**src/rtl/updown_counter_pkg.sv**
```systemverilog
// Shared constants and helpers for the up/down counter.
// Direction encodings and the load-value clamp used by updown_counter.
package updown_counter_pkg;

    localparam logic DIR_UP = 1'b0;
    localparam logic DIR_DN = 1'b1;

    // Values at or above the modulus are pinned to the top of the count range.
    function automatic logic [32:0] clamp_load(input logic [32:0] val, input logic [32:0] mod);
        return (val < mod) ? val : (mod - 33'd1);
    endfunction

endpackage

```
**src/rtl/updown_counter_next.sv**
```systemverilog
// Next-count arithmetic for updown_counter: one step up or down, wrap or saturate.
// UPDOWN_COUNTER_SAT_EN selects saturating limits instead of modular wrap.
module updown_counter_next
    import updown_counter_pkg::*;
#(
    parameter int              WIDTH = 16,
    parameter longint unsigned MOD   = 64'd1 << WIDTH,
    parameter int unsigned     STEP  = 1
) (
    input  logic [WIDTH-1:0] out,
    input  logic             dir,
    output logic [WIDTH-1:0] nxt,
    output logic             lim
);

    localparam int W1 = WIDTH + 1;
    localparam logic [WIDTH:0] MOD_W  = W1'(MOD);
    localparam logic [WIDTH:0] STEP_W = W1'(STEP);

    logic [WIDTH:0] cur_ext;
    logic [WIDTH:0] sum;
    logic [WIDTH:0] res;

    assign cur_ext = {1'b0, out};
    assign sum     = cur_ext + STEP_W;

    always_comb begin
        res = sum;
        lim = 1'b0;
        if (dir == DIR_UP) begin
`ifdef UPDOWN_COUNTER_SAT_EN
            // Reaching the top counts as hitting the limit, not only overshooting it.
            lim = (sum >= MOD_W - W1'(1));
            res = (sum >= MOD_W) ? (MOD_W - W1'(1)) : sum;
`else
            lim = (sum >= MOD_W);
            res = lim ? (sum - MOD_W) : sum;
`endif
        end else begin
`ifdef UPDOWN_COUNTER_SAT_EN
            lim = (cur_ext <= STEP_W);
            res = (cur_ext < STEP_W) ? '0 : (cur_ext - STEP_W);
`else
            lim = (cur_ext < STEP_W);
            res = lim ? (cur_ext + MOD_W - STEP_W) : (cur_ext - STEP_W);
`endif
        end
    end

    assign nxt = res[WIDTH-1:0];

endmodule

```
**src/rtl/updown_counter.sv**
```systemverilog
// Parametrised up/down counter with clear, load, terminal-count and wrap pulse.
// Define UPDOWN_COUNTER_SAT_EN for saturating instead of modular counting.
module updown_counter
    import updown_counter_pkg::*;
#(
    parameter int              WIDTH = 16,
    parameter longint unsigned MOD   = 64'd1 << WIDTH,
    parameter int unsigned     STEP  = 1
) (
    input  logic             clk,
    input  logic             rst,
    input  logic             en,
    input  logic             dir,
    input  logic             zero,
    input  logic             load,
    input  logic [WIDTH-1:0] load_val,
    output logic [WIDTH-1:0] out,
    output logic             tc,
    output logic             wrap
);

    localparam logic [WIDTH-1:0] MAX_VAL = WIDTH'(MOD - 64'd1);

    logic [WIDTH-1:0] out_q, out_d;
    logic             wrap_q, wrap_d;
    logic [WIDTH-1:0] step_nxt;
    logic             step_lim;
    logic [WIDTH-1:0] load_clamped;

    updown_counter_next #(
        .WIDTH (WIDTH),
        .MOD   (MOD),
        .STEP  (STEP)
    ) u_next (
        .out (out_q),
        .dir (dir),
        .nxt (step_nxt),
        .lim (step_lim)
    );

    assign load_clamped = WIDTH'(clamp_load(33'(load_val), 33'(MOD)));

    always_comb begin
        out_d  = out_q;
        wrap_d = 1'b0;
        if (zero) begin
            out_d = '0;
        end else if (load) begin
            out_d = load_clamped;
        end else if (en) begin
            out_d  = step_nxt;
            wrap_d = step_lim;
        end
    end

    always_ff @(posedge clk) begin
        if (rst) begin
            out_q  <= '0;
            wrap_q <= 1'b0;
        end else begin
            out_q  <= out_d;
            wrap_q <= wrap_d;
        end
    end

    assign out  = out_q;
    assign wrap = wrap_q;
    assign tc   = (dir == DIR_UP) ? (out_q == MAX_VAL) : (out_q == '0);

endmodule

```
**config.mk**
```make
export PLATFORM = sky130hd
export DESIGN_NAME = updown_counter
export DESIGN_NICKNAME = d
export VERILOG_FILES = /design/src/rtl/updown_counter_pkg.sv /design/src/rtl/updown_counter_next.sv /design/src/rtl/updown_counter.sv
export SDC_FILE = /design/constraint.sdc
export NUM_CORES = 1
export LEC_CHECK = 0
export CAP_MARGIN = 10
export CORE_MARGIN = 4
export CORE_UTILIZATION = 40
export CTS_CLUSTER_SIZE = 16
export DETAILED_ROUTE_END_ITERATION = 8
export HOLD_SLACK_MARGIN = 0.15
export PLACE_DENSITY = 0.78
export SYNTH_ARGS = -nofsm -noshare
export SYNTH_HDL_FRONTEND = slang
export SYNTH_SLANG_ARGS = --single-unit
```
**constraint.sdc**
```tcl
create_clock -name clk -period 2.35 [get_ports clk]
set_clock_uncertainty 0.2 [all_clocks]
set_input_delay 0.3525 -clock clk [delete_from_list [all_inputs] [get_ports clk]]
set_output_delay 0.3525 -clock clk [all_outputs]
set_load 0.05 [all_outputs]
```
After elaboration in Yosys (flattened, before gate mapping)
Index checks and enable logic that the tools add are counted. W data, S select, Z words.

Add/subtract/negate cells: 5. Magnitude comparators: 2. Eq/ne operators: 1. Mux-type cells: 7. Bitwise logic cells: 1. Reductions and logical operators: 4.

Operators by type and width (count): $mux W16 (5); $sub A16 B1 Y16 const B (3); $add A16 B1 Y17 const B (1); $ge A17 B17 Y1 const B (1); $add A16 B1 Y16 const B (1); $eq A16 B16 Y1 const B (1); $logic_not A16 Y1 (1); $lt A16 B1 Y1 const B (1); $reduce_or A4 Y1 (1); $mux W1 (2); $reduce_bool A2 Y1 (1); $reduce_or A2 Y1 (1); $not A1 Y1 (1).

Flip-flop bits (word level): 17. Input bits: 22. Output and inout port bits: 18. Logic and storage cells: 22.

Logic depth before layout (Yosys ltp)
Word-level depth: 6. Mapped depth: 7. Gate-level depth less buffers: 7.

By module
A second synthesis with hierarchy kept.

Cells, all modules: 164. Area, all modules: 1497.7 µm².

Modules (own cells, without submodules): updown_counter (instances 1, cells an instance 87, area each 880.8 µm²); updown_counter_next (instances 1, cells an instance 77, area each 616.8 µm²).

Worst setup path before layout
OpenSTA, ideal clock, no wires.

Path type: register -> register. Start: register out_q[2] (netlist: out[2]). End: register out_q[11] (netlist: out[11]). Library setup time: 0.120 ns. Arrival: 2.050 ns. Slack: -0.020 ns. Cell stages (with the launch flop): 7. Path buffers: 1. Clock period less this slack: 2.370 ns. Cell sequence: dfxtp_1 -> buf_2 -> nand4_4 -> or4_4 -> o22ai_2 -> nor4b_1 -> a211o_1.

Word-level cells in the longest chain between the ends: 6.

Ends and longest elaborated chain: start, declared (RTL line updown_counter.sv:24) `logic [WIDTH-1:0] out_q, out_d;`; start signal, assigned (RTL line updown_counter.sv:61) `out_q <= out_d;`; $add A16 B1 Y17 or $add A16 B1 Y16 (tied branches) (RTL line updown_counter_next.sv:25, updown_counter_next.sv:45); $sub A16 B1 Y16 (tied with other cells) (RTL line updown_counter_next.sv:37) `res = lim ? (sum - MOD_W) : sum;`; $mux W16 (on tied branches) (RTL line updown_counter_next.sv:37, updown_counter_next.sv:45); $mux W16 (*) (RTL line updown_counter_next.sv:30) `if (dir == DIR_UP) begin`; $mux W16 (*) (RTL line updown_counter.sv:50) `end else if (en) begin`; $mux W16 (*) (RTL line updown_counter.sv:48) `end else if (load) begin`.

Every way passes the cells marked *; elsewhere a longest branch is shown, timed or not. The select of a mux whose other input is x is not followed. A chain may end at the register's enable or synchronous reset.

Final worst setup path
Start: register out_q[3] (netlist: out[3]). End: output port tc.

Word-level cells in the longest chain between the ends: 2.

Ends and longest elaborated chain: $eq A16 B16 Y1 or $logic_not A16 Y1 (tied branches) (RTL line updown_counter.sv:68) `assign tc = (dir == DIR_UP) ? (out_q == MAX_VAL) : (out_q == '0);`; $mux W1 (*) (RTL line updown_counter.sv:68); end, declared (RTL line updown_counter.sv:18) `output logic tc,`.

Every way passes the cells marked *; elsewhere a longest branch is shown, timed or not.

==> results.py <==
metrics = {
    "status": {
        "status": "finished clean",
    },
    "detailed_routing": {
        "avgViaCountPerCell": 5.53,
        "routedWlPerCell_um": 15.1,
        "drc": 0,
        "vias": 1389,
        "first_iter_violations": 57,
        "drtPass1Iterations": 4,
        "ant_nets": 0,
        "routed_wirelength_mm": 3.80,
    },
    "logic_synthesis": {
        "async_flop_share": 0,
        "synth_mux_area_frac": 0.00802,
        "synth_xor_area_frac": 0.0842,
        "yosys_most_used_dff": "dfxtp_1",
        "synth-seq-cells": 17,
        "synth-simple-area-share": 0.354,
        "netlist_instances": 156,
        "syn_avg_cell_area_um2": 8.00,
        "synthAdderAreaFrac": 0.0200,
        "ys_seq_area_frac": 0.273,
        "synth_top_family_by_area": "simple AND/OR/NAND/NOR gates",
        "syn_area_mm2": 0.00125,
        "synth_edf_count": 0,
        "synthDistinctLibCells": 48,
        "syn-num-nets": 180,
        "synth_compound_area_frac": 0.197,
        "ys_warn_count": 0,
    },
    "placed_design": {
        "gp_congestion": 0.941,
        "dpl.hpwl_mm": 2.80,
        "placed_area_mm2": 0.00177,
        "io_buffers": 39,
        "dp_slack_ps": -129,
    },
    "flow_run": {
        "cap_violations": 0,
    },
    "global_routing": {
        "grt_pass1_wl_mm": 6.40,
        "grt_pass1_vias": 1387,
        "grt_max_degree": 23,
        "grt_usage": 0.191,
        "grt-ovfl-total": 0,
        "antenna_found_initial": 0,
    },
    "final_layout": {
        "drive_above_1_share": 0.213,
        "num_antenna_cells": 0,
        "layout_commonest_cell": "clkdlybuf4s50_1",
        "final_cell_mix": "clkdlybuf4s50_1 (37), buf_4 (19), nor2_1 (12)",
        "nets": 232,
        "area_growth_pct": 48.8,
        "final_cell_area_mm2": 0.00186,
        "utilization": 0.614,
    },
    "clock_tree": {
        "cts_made_buffers": 3,
        "cts_root_buf": "clkbuf_4",
        "cts_hold_buf": 0,
        "clkLatencyLatePin_ps": 300,
        "path_clk_slew_ps": 110,
        "htreeDepth": 1,
        "tritoncts": "yes",
        "cts_buffer_depth": 2,
        "clkSinkCount": 17,
    },
    "die": {
        "chipHeight_um": 63.9,
        "ioPinCount": 40,
        "std_cell_rows": 20,
        "initial_core_util": 0.412,
        "core_region_area_mm2": 0.00303,
        "die_w_um": 63.9,
        "dieArea_mm2": 0.00408,
    },
    "critical_path": {
        "critical_path_class": "register to primary output",
        "reg2reg_depth": 5,
        "slowest_delay_ps": 410,
        "crit_slowest_cell": "or3_4",
        "critPathRequiredTime_ps": 1800,
        "rrSetupSlack_ps": 210,
        "worstPathArrival_ps": 1780,
        "cp_max_fo": 3,
        "crit_path_end_kind": "primary output",
        "reg2reg_from": "out[6]",
        "r2r_end": "out[11]",
        "crit_path_end": "tc",
        "crit_chain": "or3_4 -> nor4_4 -> nor3b_2 -> a31o_2 -> buf_12",
        "startpoint_type": "register",
        "crit_start": "out[3]",
    },
    "sta": {
        "final_hold_viol_count": 0,
        "setup_ws_ps": 16.1,
        "fmax_mhz": 428,
        "slew_violations": 0,
        "worst_pin_slew_ps": 625,
        "maxSlewHeadroom": 0.583,
        "grt_setup_unrepaired": "true",
        "finalCritPeriodShare": 0.993,
        "finalSetupViolCount": 0,
        "whs_ps": 357,
        "finalCriticalPeriod_ps": 2330,
    },
    "power": {
        "vdd_drop_max_mv": 0.207,
        "leakage_nw": 0.670,
        "power.density_mw_per_mm2": 416,
    },
    "hold_path": {
        "min_path_type": "register to register",
    },
}
## sequential cells by signal, indices dropped and copies added, names as in the netlist
name / count
out: 16
wrap: 1
## critical path, delay by kind of cell (launching register included)
family                 cells  cell delay, ps
AND/OR/NAND/NOR            3             830
flip-flops                 1             360
AO/OA/AOI/OAI              1             150
buffers and inverters      1             140
## power by group
part	internal, mW	switching, mW
clock	0.0661	0.101
sequential	0.302	0.0247
combinational	0.133	0.146
total	0.500	0.272
## logic make-up (layout without fill, tap and decap cells)
family / Yosys count / after routing
multiplexers: 1 / 1
flip-flops: 17 / 17
AND/OR/NAND/NOR: 71 / 71
XOR/XNOR: 12 / 12
AO/OA/AOI/OAI: 34 / 34
adder cells (fa/ha/maj): 2 / 2
buffers and inverters: 19 / 70
## repair_timing
action | in CTS | in global routing
resized for setup | 7 | 6
pin swaps | 0 | 1
setup buffers | 0 | 4
endpoints found under the setup margin | 1 | 1
## layer usage
layer  track usage  routed length [um]  vias to the layer above
met1         0.234                1660                      652
met5             0                   0                        -
met2         0.338                1880                       49
met3        0.0369                 205                        6
li1              -                   -                      682
met4        0.0539                  43                        0
## Yosys cell counts (2+ instances only)
| master | instances | share of area |
|---|---|---|
| a211o_1 | 2 | 0.014 |
| a211oi_1 | 7 | 0.042 |
| a21oi_1 | 7 | 0.028 |
| and3_1 | 2 | 0.010 |
| buf_2 | 4 | 0.016 |
| clkbuf_1 | 6 | 0.018 |
| dfxtp_1 | 17 | 0.27 |
| ha_1 | 2 | 0.020 |
| inv_1 | 8 | 0.024 |
| nand2_1 | 9 | 0.027 |
| nand2b_1 | 2 | 0.010 |
| nand3_1 | 6 | 0.024 |
| nand3b_1 | 2 | 0.012 |
| nand4_1 | 7 | 0.035 |
| nand4b_1 | 3 | 0.021 |
| nor2_1 | 12 | 0.036 |
| nor3_1 | 8 | 0.032 |
| nor3b_1 | 2 | 0.012 |
| nor4_1 | 3 | 0.015 |
| nor4b_1 | 2 | 0.014 |
| o21ai_0 | 6 | 0.024 |
| o22ai_1 | 3 | 0.015 |
| xnor2_1 | 7 | 0.049 |
| xor2_1 | 5 | 0.035 |
## through the flow
| step | setup TNS, ps | power [mW] | cells |
|---|---|---|---|
| finish | 0 | 0.773 | 251 |
| global route | -37.2 | 0.815 | 251 |
| CTS | 0 | 0.768 | 247 |
| detailed placement | -752 | 0.600 | 243 |
| global placement | -342 | 0.595 | 243 |
| floorplan | 0 | 0.492 | 156 |
## cell type report
type                    count  area [um2]
clock buffers               4        26.3
fillers                   278        1170
inverters                   8        30.0
multi-input cells         120         848
flip-flops and latches     17         357
well taps                  44        55.1
repair buffers             58         542
## how the worst min path moves through the flow
stage,from,slack [ps],cells after the start,to
2_1_floorplan,load_val[2],300,2,out[2]
3_3_place_gp,out[12],360,2,out[12]
3_5_place_dp,out[12],400,2,out[12]
4_1_cts,load_val[0],410,3,out[0]
5_1_grt,out[12],390,2,out[12]
6_report,out[12],360,2,out[12]
Note: power is estimated with default switching activity, not from simulation.
